<file path="config.mk">
export PLATFORM = sky130hd
export DESIGN_NAME = stage_m_flat
export DESIGN_NICKNAME = d
export VERILOG_FILES = /design/src/rtl/stage_m_if.sv /design/src/rtl/stage_m.sv /design/src/flat_wrapper.sv
export SDC_FILE = /design/constraint.sdc
export NUM_CORES = 1
export LEC_CHECK = 0
export ABC_AREA = 1
export CAP_MARGIN = 20
export CORE_ASPECT_RATIO = 0.8
export CORE_UTILIZATION = 45
export DETAILED_ROUTE_END_ITERATION = 7
export MAX_ROUTING_LAYER = met4
export PLACE_DENSITY = 0.95
export SYNTH_ARGS = -nofsm -noshare
export SYNTH_HDL_FRONTEND = slang
export SYNTH_SLANG_ARGS = --single-unit
</file>
<file path="constraint.sdc">
create_clock -name clk -period 3.2 [get_ports clk]
set_input_delay 0.64 -clock clk [delete_from_list [all_inputs] [get_ports clk]]
set_output_delay 0.64 -clock clk [all_outputs]
set_load 0.03 [all_outputs]
</file>
<file path="src/rtl/stage_m_if.sv">
// Data-bus interface between the M stage (master) and data memory (slave).
// The request, address, write data and byte enables come from the stage;
// the acknowledge and read data come back from memory.
interface stage_m_if;
  logic        DReq;
  logic        DWrite;
  logic [31:0] DAddr;
  logic [31:0] DWData;
  logic [3:0]  DByteEn;
  logic        DAck;
  logic [31:0] DRData;

  modport master (
    output DReq, DWrite, DAddr, DWData, DByteEn,
    input  DAck, DRData
  );

  modport slave (
    input  DReq, DWrite, DAddr, DWData, DByteEn,
    output DAck, DRData
  );
endinterface

</file>
<file path="src/rtl/stage_m.sv">
// stage_m: E/M pipeline register plus data-memory access stage.
// Loads and stores are issued on a request/acknowledge bus.  A two-state FSM
// (IDLE/WAIT) stalls the pipeline until DAck arrives, or gives up after
// MAX_WAIT WAIT cycles, raising a sticky bus-error flag.
// Optional feature: define DMEM_MISALIGN_CHECK_EN to flag misaligned
// half/word accesses and suppress them instead of issuing them.
module stage_m #(
  parameter int MAX_WAIT = 15
) (
  input  logic        clk,
  input  logic        rst,
  // execute-stage results and controls
  input  logic        RegWriteE,
  input  logic        MemWriteE,
  input  logic [1:0]  ResultSrcE,
  input  logic [1:0]  MemSizeE,
  input  logic        MemSignedE,
  input  logic        armE,
  input  logic [4:0]  RdE,
  input  logic [31:0] ALUResultE,
  input  logic [31:0] WriteDataE,
  input  logic [31:0] PCPlus4E,
  // memory-stage outputs
  output logic        RegWriteM,
  output logic [1:0]  ResultSrcM,
  output logic        armM,
  output logic [4:0]  RdM,
  output logic [31:0] ALUResultM,
  output logic [31:0] PCPlus4M,
  output logic [31:0] ReadDataM,
  output logic        MemStallM,
  output logic        BusErrM,
  output logic        MisalignM,
  stage_m_if.master   dbus
);

  typedef struct packed {
    logic        reg_write;
    logic        mem_write;
    logic [1:0]  result_src;
    logic [1:0]  mem_size;
    logic        mem_signed;
    logic        arm;
    logic [4:0]  rd;
    logic [31:0] alu_result;
    logic [31:0] write_data;
    logic [31:0] pc_plus4;
  } em_t;

  typedef enum logic {IDLE, WAIT} state_t;

  em_t         em_reg, em_next;
  state_t      state_reg, state_next;
  logic [7:0]  cnt_reg, cnt_next;
  logic        bus_err_reg;

  logic        access;
  logic        suppressed;
  logic        dreq;
  logic        ack;
  logic        timeout;
  logic        stall;
  logic [3:0]  byte_en;
  logic [31:0] wdata;
  logic [31:0] load_data;

  assign em_next = '{reg_write: RegWriteE, mem_write: MemWriteE,
                     result_src: ResultSrcE, mem_size: MemSizeE,
                     mem_signed: MemSignedE, arm: armE, rd: RdE,
                     alu_result: ALUResultE, write_data: WriteDataE,
                     pc_plus4: PCPlus4E};

  // E/M register: load when the stage is not stalled, otherwise hold
  always_ff @(posedge clk) begin
    if (rst)
      em_reg <= '0;
    else if (!stall)
      em_reg <= em_next;
  end

  assign access = em_reg.mem_write | (em_reg.result_src == 2'b01);

`ifdef DMEM_MISALIGN_CHECK_EN
  logic misalign_addr;
  // half needs addr[0]=0, word (10/11) needs addr[1:0]=00
  always_comb begin
    misalign_addr = 1'b0;
    if (em_reg.mem_size == 2'b01)
      misalign_addr = em_reg.alu_result[0];
    else if (em_reg.mem_size[1])
      misalign_addr = (em_reg.alu_result[1:0] != 2'b00);
  end
  assign suppressed = access & misalign_addr;
`else
  assign suppressed = 1'b0;
`endif

  assign MisalignM = suppressed;

  // Bus handshake: an acknowledge only counts while a request is out,
  // and an acknowledge in the final wait cycle beats the timeout.
  assign dreq    = ((state_reg == IDLE) & access & ~suppressed) | (state_reg == WAIT);
  assign ack     = dreq & dbus.DAck;
  assign timeout = (state_reg == WAIT) & (cnt_reg == 8'(MAX_WAIT)) & ~dbus.DAck;
  assign stall   = dreq & ~dbus.DAck & ~timeout;

  // FSM next state and wait-counter update
  always_comb begin
    state_next = state_reg;
    cnt_next   = cnt_reg;
    case (state_reg)
      IDLE: begin
        if (access && !suppressed && !dbus.DAck) begin
          state_next = WAIT;
          cnt_next   = 8'd0;
        end
      end
      WAIT: begin
        if (dbus.DAck || timeout)
          state_next = IDLE;
        else
          cnt_next = cnt_reg + 8'd1;
      end
      default: state_next = IDLE;
    endcase
  end

  // FSM state, wait counter and sticky bus error
  always_ff @(posedge clk) begin
    if (rst) begin
      state_reg   <= IDLE;
      cnt_reg     <= 8'd0;
      bus_err_reg <= 1'b0;
    end else begin
      state_reg <= state_next;
      cnt_reg   <= cnt_next;
      if (timeout)
        bus_err_reg <= 1'b1;
    end
  end

  // Byte enables and lane-replicated write data for the access size
  always_comb begin
    byte_en = 4'b1111;
    wdata   = em_reg.write_data;
    case (em_reg.mem_size)
      2'b00: begin
        byte_en = 4'b0001 << em_reg.alu_result[1:0];
        wdata   = {4{em_reg.write_data[7:0]}};
      end
      2'b01: begin
        byte_en = em_reg.alu_result[1] ? 4'b1100 : 4'b0011;
        wdata   = {2{em_reg.write_data[15:0]}};
      end
      default: ;
    endcase
  end

  // Select the addressed lane of the read data and extend it
  always_comb begin
    load_data = dbus.DRData;
    case (em_reg.mem_size)
      2'b00: begin
        logic [7:0] b;
        case (em_reg.alu_result[1:0])
          2'b00:   b = dbus.DRData[7:0];
          2'b01:   b = dbus.DRData[15:8];
          2'b10:   b = dbus.DRData[23:16];
          default: b = dbus.DRData[31:24];
        endcase
        load_data = {{24{em_reg.mem_signed & b[7]}}, b};
      end
      2'b01: begin
        logic [15:0] h;
        h = em_reg.alu_result[1] ? dbus.DRData[31:16] : dbus.DRData[15:0];
        load_data = {{16{em_reg.mem_signed & h[15]}}, h};
      end
      default: ;
    endcase
  end

  assign dbus.DReq    = dreq;
  assign dbus.DWrite  = em_reg.mem_write;
  assign dbus.DAddr   = em_reg.alu_result;
  assign dbus.DByteEn = dreq ? byte_en : 4'b0000;
  assign dbus.DWData  = dreq ? wdata : 32'd0;

  assign ReadDataM  = ack ? load_data : 32'd0;
  assign MemStallM  = stall;
  assign BusErrM    = bus_err_reg | timeout;
  assign RegWriteM  = em_reg.reg_write;
  assign ResultSrcM = em_reg.result_src;
  assign armM       = em_reg.arm;
  assign RdM        = em_reg.rd;
  assign ALUResultM = em_reg.alu_result;
  assign PCPlus4M   = em_reg.pc_plus4;

endmodule

</file>
<file path="src/flat_wrapper.sv">
// flat-port wrapper written by rule: the top's interface ports become plain ports
module stage_m_flat 
#(
  parameter int MAX_WAIT = 15
)
  (clk, rst, RegWriteE, MemWriteE, ResultSrcE, MemSizeE, MemSignedE, armE, RdE, ALUResultE, WriteDataE, PCPlus4E, RegWriteM, ResultSrcM, armM, RdM, ALUResultM, PCPlus4M, ReadDataM, MemStallM, BusErrM, MisalignM, dbus_DReq, dbus_DWrite, dbus_DAddr, dbus_DWData, dbus_DByteEn, dbus_DAck, dbus_DRData);
  stage_m_if dbus_i ();
  input  logic clk;
  input  logic rst;
  input  logic RegWriteE;
  input  logic MemWriteE;
  input  logic [1:0] ResultSrcE;
  input  logic [1:0] MemSizeE;
  input  logic MemSignedE;
  input  logic armE;
  input  logic [4:0] RdE;
  input  logic [31:0] ALUResultE;
  input  logic [31:0] WriteDataE;
  input  logic [31:0] PCPlus4E;
  output logic RegWriteM;
  output logic [1:0] ResultSrcM;
  output logic armM;
  output logic [4:0] RdM;
  output logic [31:0] ALUResultM;
  output logic [31:0] PCPlus4M;
  output logic [31:0] ReadDataM;
  output logic MemStallM;
  output logic BusErrM;
  output logic MisalignM;
  output wire logic [$bits(dbus_i.DReq)-1:0] dbus_DReq;
  output wire logic [$bits(dbus_i.DWrite)-1:0] dbus_DWrite;
  output wire logic [$bits(dbus_i.DAddr)-1:0] dbus_DAddr;
  output wire logic [$bits(dbus_i.DWData)-1:0] dbus_DWData;
  output wire logic [$bits(dbus_i.DByteEn)-1:0] dbus_DByteEn;
  input wire logic [$bits(dbus_i.DAck)-1:0] dbus_DAck;
  input wire logic [$bits(dbus_i.DRData)-1:0] dbus_DRData;
  assign dbus_DReq = dbus_i.DReq;
  assign dbus_DWrite = dbus_i.DWrite;
  assign dbus_DAddr = dbus_i.DAddr;
  assign dbus_DWData = dbus_i.DWData;
  assign dbus_DByteEn = dbus_i.DByteEn;
  assign dbus_i.DAck = dbus_DAck;
  assign dbus_i.DRData = dbus_DRData;
  stage_m #(.MAX_WAIT(MAX_WAIT)) u_core (.clk(clk), .rst(rst), .RegWriteE(RegWriteE), .MemWriteE(MemWriteE), .ResultSrcE(ResultSrcE), .MemSizeE(MemSizeE), .MemSignedE(MemSignedE), .armE(armE), .RdE(RdE), .ALUResultE(ALUResultE), .WriteDataE(WriteDataE), .PCPlus4E(PCPlus4E), .RegWriteM(RegWriteM), .ResultSrcM(ResultSrcM), .armM(armM), .RdM(RdM), .ALUResultM(ALUResultM), .PCPlus4M(PCPlus4M), .ReadDataM(ReadDataM), .MemStallM(MemStallM), .BusErrM(BusErrM), .MisalignM(MisalignM), .dbus(dbus_i));
endmodule
</file>
## After elaboration in Yosys (flattened, before gate mapping)

Index checks and enable logic that the tools add are counted.

- Register bits after elaboration: 119
- Latch bits: 0
- Bits in writable memories: 0
- Bits in read-only memories: 0
- Output and inout port bits: 178
- Memories: 0

- Add/subtract/negate cells: 1
- Multiply operators: 0
- Div/mod/pow operators: 0
- $lt $le $gt $ge: 0
- Eq/ne operators: 7
- Shift operators: 1
- Muxes and demuxes: 16
- Bitwise logic cells: 14
- Reduce and logical (&&, ||, !) cells: 6

Operators by type and width:

| cell | count |
|---|---|
| $pmux W32 S2 | 2 |
| $mux W32 | 2 |
| $mux W8 | 3 |
| $pmux W8 S3 | 1 |
| $mux W16 | 1 |
| $pmux W8 S2 | 1 |
| $add A8 B1 Y8 const B | 1 |
| $and A1 B1 Y1 | 8 |
| $eq A8 B4 Y1 const B | 1 |
| $mux W4 | 2 |
| $pmux W4 S2 | 1 |
| $eq A2 B1 Y1 const B | 3 |
| $logic_not A2 Y1 | 2 |
| $ne A2 B2 Y1 const B | 2 |
| $shl A1 B2 Y4 const A | 1 |
| $not A1 Y1 | 3 |
| $or A1 B1 Y1 | 3 |
| $eq A2 B2 Y1 const B | 1 |
| $mux W1 | 2 |
| $pmux W1 S2 | 1 |
| $reduce_and A2 Y1 | 1 |
| $logic_and A1 B1 Y1 | 1 |
| $logic_not A1 Y1 | 1 |
| $logic_or A1 B1 Y1 | 1 |

## Logic depth before layout (Yosys ltp)

Gate-level depths: netlist (run 1).

- Depth in word-level cells: 6
- Mapped depth: 11
- Depth with buffers taken out: 9

## Worst setup path before layout (run 1)

Ideal clock, no wire load.

- Path type: register to output
- Start point: register u_core.em_reg, in the netlist u_core.dbus.DWrite
- End point: output port dbus_DByteEn[3]
- Arrival: 1,744 ps
- Required time: 2,560 ps
- Path slack: 816 ps
- Cell stages (with the launch flop): 6
- Buffers on the path: 1
- Path through: dfxtp_1 -> nor2_1 -> nand2_1 -> inv_2 -> clkbuf_1 -> a211oi_1

- Cells in the longest elaborated chain, start to end: 4

Ends and longest elaborated chain:

| what | RTL line | source |
|---|---|---|
| start, declared | stage_m.sv:52 | `em_t em_reg, em_next;` |
| start signal, assigned | stage_m.sv:78 | `em_reg <= em_next;` |
| $or A1 B1 Y1 | stage_m.sv:81 | `assign access = em_reg.mem_write \| (em_reg.result_src == 2'b01);` |
| $and A1 B1 Y1 | stage_m.sv:102 | `assign dreq = ((state_reg == IDLE) & access & ~suppressed) \| (state_reg == WAIT);` |
| $or A1 B1 Y1 | stage_m.sv:102 |  |
| $mux W4 | stage_m.sv:185 | `assign dbus.DByteEn = dreq ? byte_en : 4'b0000;` |
| end, declared | flat_wrapper.sv:34 | `output wire logic [$bits(dbus_i.DByteEn)-1:0] dbus_DByteEn;` |

No other way between the ends.

## Worst setup path after layout (run 1)

- Start point: register u_core.em_reg, in the netlist u_core.ResultSrcM[0]
- End point: output port MemStallM

- Cells in the longest elaborated chain, start to end: 6

Ends and longest elaborated chain:

| what | RTL line | source |
|---|---|---|
| $eq A2 B1 Y1 | stage_m.sv:81 |  |
| $or A1 B1 Y1 | stage_m.sv:81 |  |
| $and A1 B1 Y1 | stage_m.sv:102 |  |
| $or A1 B1 Y1 | stage_m.sv:102 |  |
| $and A1 B1 Y1 (2 in series) | stage_m.sv:105 | `assign stall = dreq & ~dbus.DAck & ~timeout;` |
| end, declared | flat_wrapper.sv:27 | `output logic MemStallM;` |

No other way between the ends.

==> flow_summary.ini, run 1 <==
[outcome]
status = completed

[global_routing]
antenna_found_initial = 0
grt-ovfl-total = 0
grt_pass1_wl_mm = 33.7
track_usage = 0.300
grt_max_degree = 115
grt_pass1_vias = 6480

[critical_path]
cp-endpoint = MemStallM
worst_ep_required_time_ps = 2560
path_cells = nand2_1 -> nand2_1 -> buf_4 -> inv_2 -> nor2_8 -> nand2_4 -> clkinv_2 -> clkdlybuf4s50_1
crit_slowest_cell = clkdlybuf4s50_1
ff2ff_setup_slack_ps = 370
crit_path_end_kind = output pin
rr_startpoint = u_core.ResultSrcM[0]$_SDFFE_PP0N_
reg2reg_depth = 11
worstPathArrival_ps = 2470
startpoint = u_core.ResultSrcM[0]$_SDFFE_PP0N_
crit_path_max_fanout = 20
critPathMaxStageDelay_ps = 670
worstSetupStartpointType = flip-flop
crit_top_cell = nand2_1
r2r_end = u_core.em_reg[103]$_SDFFE_PP0N_
path_class = flip-flop to output pin

[clock_tree]
cts_hold_buf = 0
cts_root_buffer = clkbuf_16
clock_sinks = 119
cts_setup_buffers = 0
cts_tree = built
clk_path_buf_depth = 2
cts_max_level = 4
clk_latency_ps = 420
cts_inserted_buffers = 17
clk_pin_slew_ps = 60

[timing]
hold_slack_ps = 467
finalHoldViolCount = 0
fmax_ghz = 0.322
timing.setup.tns_ps = 0
fin_crit_sh = 0.972
relSlewSlack = 0.251
skew_ps = 17.9
maxSlewViolCount = 0
rsz0062_at_grt = no
setup-violations-final = 0
worst_pin_slew_ps = 1120
finalCriticalPeriod_ps = 3110

[synthesis]
synth.avg_cell_area_um2 = 6.78
synth_area_leaders = dfxtp_1, nor2_1, buf_4
yosys.area.top_type = dfxtp_1
ys_warn_count = 0
synthDistinctLibCells = 31
yosys_register_bits = 119
netlist.area_leader.share = 0.361
syn_inst = 975
synth_nets = 1120
yosysSeqAreaShare = 0.361
syn_area_um2 = 6610

[cells_and_area]
drive_above_1_share = 0.101
syn_to_final_growth_pct = 45.9
fill_cells = 1151
nets = 1327
largest_reg_flops = 35
antenna_cells = 0

[detailed_routing]
num_vias = 7120
dr.pass1.iters = 6
wire_per_inst_um = 16.4
antenna_left = 0
drc = 0
first_iter_violations = 564
vias_per_cell = 5.16
wl_mm = 22.6

[floorplanning]
die_y_um = 110
die_area_um2 = 15200
coreArea_um2 = 14300
die_x_um = 137
initial_core_util = 0.462
ios = 322
rows = 39

[power_and_ir_drop]
leakage_nw = 4.43
peakVddDrop_mv = 0.427
powerDensity_nw_per_um2 = 548

[hold_path]
holdPathStages = 2
hold_path.class = flip-flop to flip-flop

[placed_design]
dpl.hpwl_mm = 16.5
io_buffers = 320
place_congestion = 1.02

[flow_run]
maxCapViolCount = 0
layer usage:
layer / routed length, um / vias up / GRT usage
li1: - / 3404 / -
met5: 0 / - / -
met3: 1850 / 38 / 0.0622
met2: 10800 / 376 / 0.481
met4: 503 / 0 / 0.102
met1: 9490 / 3302 / 0.374
kinds of logic (layout without fill, tap and decap cells):
group	after synthesis	after routing	share of synthesized area
AO/OA/AOI/OAI	186	186	0.147
adder cells (fa/ha/maj)	1	1	0.00189
other	1	1	0.000568
flip-flops	119	119	0.361
AND/OR/NAND/NOR	442	442	0.274
buffers and inverters	226	446	0.216
where the power goes:
group | leakage [nW] | switching (mW) | total [mW] | internal (mW)
clock network | 0.274 | 0.827 | 1.86 | 1.04
registers | 0.990 | 0.0915 | 1.71 | 1.62
logic | 3.16 | 1.02 | 1.71 | 0.688
total | 4.43 | 1.94 | 5.28 | 3.34
cells in the final DEF, fill, tap and decap left out, types with 8 or more instances in the layout:
master / instances
o21ai_0: 117
dlymetal6s2s_1: 13
clkdlybuf4s50_1: 270
a21oi_1: 35
nor2_2: 12
nand2_1: 114
o21ai_1: 15
nand4_1: 8
nand3_1: 30
nor2_1: 268
dfxtp_1: 118
o211ai_1: 14
inv_1: 62
clkbuf_16: 17
buf_4: 60
cells in the mapped netlist (all sizes together):
cell,instances
clkbuf,25
o21ai,132
a31oi,2
conb,1
nand3,31
nor3,2
a21oi,35
dfxtp,119
nor3b,1
nand4,8
inv,67
nand2,117
o211ai,14
o22ai,2
a211oi,1
ha,1
nor2,283
buf,134
worst min-delay path by stage:
stage	startpoint	to
finish	u_core.em_reg[39]$_SDFFE_PP0N_	u_core.em_reg[39]$_SDFFE_PP0N_
global route	u_core.em_reg[35]$_SDFFE_PP0N_	u_core.em_reg[35]$_SDFFE_PP0N_
CTS	u_core.em_reg[39]$_SDFFE_PP0N_	u_core.em_reg[39]$_SDFFE_PP0N_
detailed placement	u_core.bus_err_reg$_SDFFE_PP0P_	u_core.bus_err_reg$_SDFFE_PP0P_
global placement	u_core.bus_err_reg$_SDFFE_PP0P_	u_core.bus_err_reg$_SDFFE_PP0P_
floorplan	u_core.bus_err_reg$_SDFFE_PP0P_	u_core.bus_err_reg$_SDFFE_PP0P_
critical path, delay by kind of cell (launching register included):
family	cells	cell delay, ps
flip-flops	1	400
buffers and inverters	4	1200
AND/OR/NAND/NOR	4	450
cell type report:
type                       count  area (um2)  share of cell area
inverter                      67         253              0.0262
clock buffer                  17         425              0.0441
multi-input combinational    630        2800               0.290
tap                          184         230              0.0239
clock inverter                15         153              0.0158
timing repair buffer         347        3400               0.352
sequential                   119        2380               0.247
per-stage QoR:
step | setup slack (ps) | power [mW] | instance area (um2) | util | std cells
after floorplan | 816 | 2.86 | 6610 | - | 975
after global placement | 19.5 | 3.42 | 9030 | 0.631 | 1347
after detailed placement | 13.3 | 3.44 | 9030 | 0.631 | 1347
after CTS | 10.4 | 5.29 | 9610 | 0.672 | 1379
after global routing | 10.1 | 5.50 | 9640 | 0.674 | 1379
final | 89.7 | 5.28 | 9640 | 0.674 | 1379
repair_timing:
action                                  in CTS  in global routing
hold endpoints to repair                     0                  0
resized for setup                            0                 14
endpoints found under the setup margin       0                 13
(Power assumes the default switching activity.)
==> inputs of run 2 (changes only) <==
--- a/config.mk
+++ b/config.mk
@@ -12,6 +12,7 @@
 export DETAILED_ROUTE_END_ITERATION = 7
 export MAX_ROUTING_LAYER = met4
 export PLACE_DENSITY = 0.95
+export RECOVER_POWER = 100
 export SYNTH_ARGS = -nofsm -noshare
 export SYNTH_HDL_FRONTEND = slang
 export SYNTH_SLANG_ARGS = --single-unit
==> flow_summary.ini, run 2 (synthesized netlist as in run 1, its figures left out) <==
[timing]
rsz0062_at_grt = no
fin_crit_sh = 0.970
hold_slack_ps = 468
setup-violations-final = 0
worst_pin_slew_ps = 1290
relSlewSlack = 0.138
maxSlewViolCount = 0
timing.setup.tns_ps = 0
finalHoldViolCount = 0
fmax_ghz = 0.322
finalCriticalPeriod_ps = 3100
skew_ps = 15.8

[detailed_routing]
wire_per_inst_um = 16.4
first_iter_violations = 595
dr.pass1.iters = 5
antenna_left = 0
drc = 0
num_vias = 7138
vias_per_cell = 5.18
wl_mm = 22.6

[hold_path]
hold_path.class = flip-flop to flip-flop
holdPathStages = 2

[global_routing]
antenna_found_initial = 0
track_usage = 0.300
grt_pass1_vias = 6480
grt_max_degree = 115
grt-ovfl-total = 0
grt_pass1_wl_mm = 33.7

[cells_and_area]
final_area_um2 = 9350
mostFrequentLayoutCells = nor2_1, clkdlybuf4s50_1, o21ai_0
largest_reg_flops = 35
mostFrequentLayoutCell = nor2_1
nets = 1327
instances_no_fill = 1379
drive_above_1_share = 0.0762
syn_to_final_growth_pct = 41.6
antenna_cells = 0

[clock_tree]
cts_max_level = 4
cts_inserted_buffers = 17
cts_hold_buf = 0
clock_sinks = 119
clk_path_buf_depth = 2
cts_setup_buffers = 0
cts_root_buffer = clkbuf_16
clk_pin_slew_ps = 60
cts_tree = built
clk_latency_ps = 410

[placed_design]
io_buffers = 320
dp.cells = 1347
dpl_cell_area_um2 = 9030
dpl.hpwl_mm = 16.5
place_congestion = 1.02

[critical_path]
worstPathArrival_ps = 2460
crit_top_cell = nand2_1
critPathMaxStageDelay_ps = 670
crit_path_end_kind = output pin
path_class = flip-flop to output pin
crit_path_max_fanout = 20
worst_ep_required_time_ps = 2560
crit_slowest_cell = clkdlybuf4s50_1
worstSetupStartpointType = flip-flop
reg2reg_depth = 11
path_cells = nand2_1 -> nand2_1 -> buf_4 -> inv_2 -> nor2_8 -> nand2_4 -> clkinv_2 -> clkdlybuf4s50_1

[floorplanning]
die_y_um = 110
initial_core_util = 0.462
die_area_um2 = 15200
rows = 39
die_x_um = 137
ios = 322
coreArea_um2 = 14300

[power_and_ir_drop]
leakage_nw = 4.31
peakVddDrop_mv = 0.421
p_total_mw = 5.15
powerDensity_nw_per_um2 = 551

[outcome]
status = completed

[flow_run]
maxCapViolCount = 0
-- run 2: cell types whose count changed in the layout (fill, tap and decap cells not counted), moves of 13 or more --
cell             change
buf_4               -34
clkbuf_1            +35
clkdlybuf4s50_1    -125
dlygate4sd3_1      +125
dlymetal6s2s_1      -13
-- run 2: final timing paths --
kind         slack (ps)                               from                         endpoint
max                 100  u_core.ResultSrcM[0]$_SDFFE_PP0N_                        MemStallM
min                 470     u_core.em_reg[39]$_SDFFE_PP0N_   u_core.em_reg[39]$_SDFFE_PP0N_
max reg2reg         270  u_core.ResultSrcM[0]$_SDFFE_PP0N_  u_core.em_reg[103]$_SDFFE_PP0N_
min reg2reg         470     u_core.em_reg[39]$_SDFFE_PP0N_   u_core.em_reg[39]$_SDFFE_PP0N_
-- run 2: area by class of cell --
class	count	area, um2
inverters	67	253
multi-input cells	630	2780
clock inverters	15	153
clock buffers	17	425
fillers	1215	4940
well taps	184	230
flip-flops and latches	119	2380
repair buffers	347	3130
-- run 2: per-stage QoR --
stage / setup WS (ps) / util
2_1_floorplan: 816 / -
3_3_place_gp: 19.5 / 0.631
3_5_place_dp: 13.3 / 0.631
4_1_cts: 10.4 / 0.672
5_1_grt: 12.6 / 0.654
6_report: 95.2 / 0.654
-- run 2: power by group --
part           switching [mW]  total [mW]  internal [mW]  leakage (nW)
Combinational            1.02        1.59          0.571          3.05
Sequential             0.0855        1.70           1.62         0.990
Clock                   0.826        1.86           1.04         0.274
Total                    1.93        5.15           3.22          4.31
-- run 2: layer usage --
metal / wire length (um) / share of wire / track usage / vias up
met1: 9640 / 0.43 / 0.374 / 3326
met4: 513 / 0.023 / 0.102 / 0
li1: - / - / - / 3414
met3: 1750 / 0.077 / 0.0622 / 39
met2: 10700 / 0.47 / 0.481 / 359
met5: 0 / 0 / - / -
-- run 2: timing repair --
item | CTS | global route
gates resized for setup | 0 | 14
endpoints found under the hold margin | 0 | 0
endpoints found under the setup margin | 0 | 13
-- run 2: worst max-delay path: cells and delay by family, from the launching register on --
family | cells | cell delay (ps)
flip-flops | 1 | 390
AND/OR/NAND/NOR | 4 | 460
buffers and inverters | 4 | 1200
==> inputs of run 3 (changes only) <==
--- a/config.mk
+++ b/config.mk
@@ -6,6 +6,7 @@
 export NUM_CORES = 1
 export LEC_CHECK = 0
 export ABC_AREA = 1
+export ABC_CLOCK_PERIOD_IN_PS = 3200
 export CAP_MARGIN = 20
 export CORE_ASPECT_RATIO = 0.8
 export CORE_UTILIZATION = 45
==> results of run 3 <==
Same layout as run 2: the final DEF is identical, and so are final timing and power.
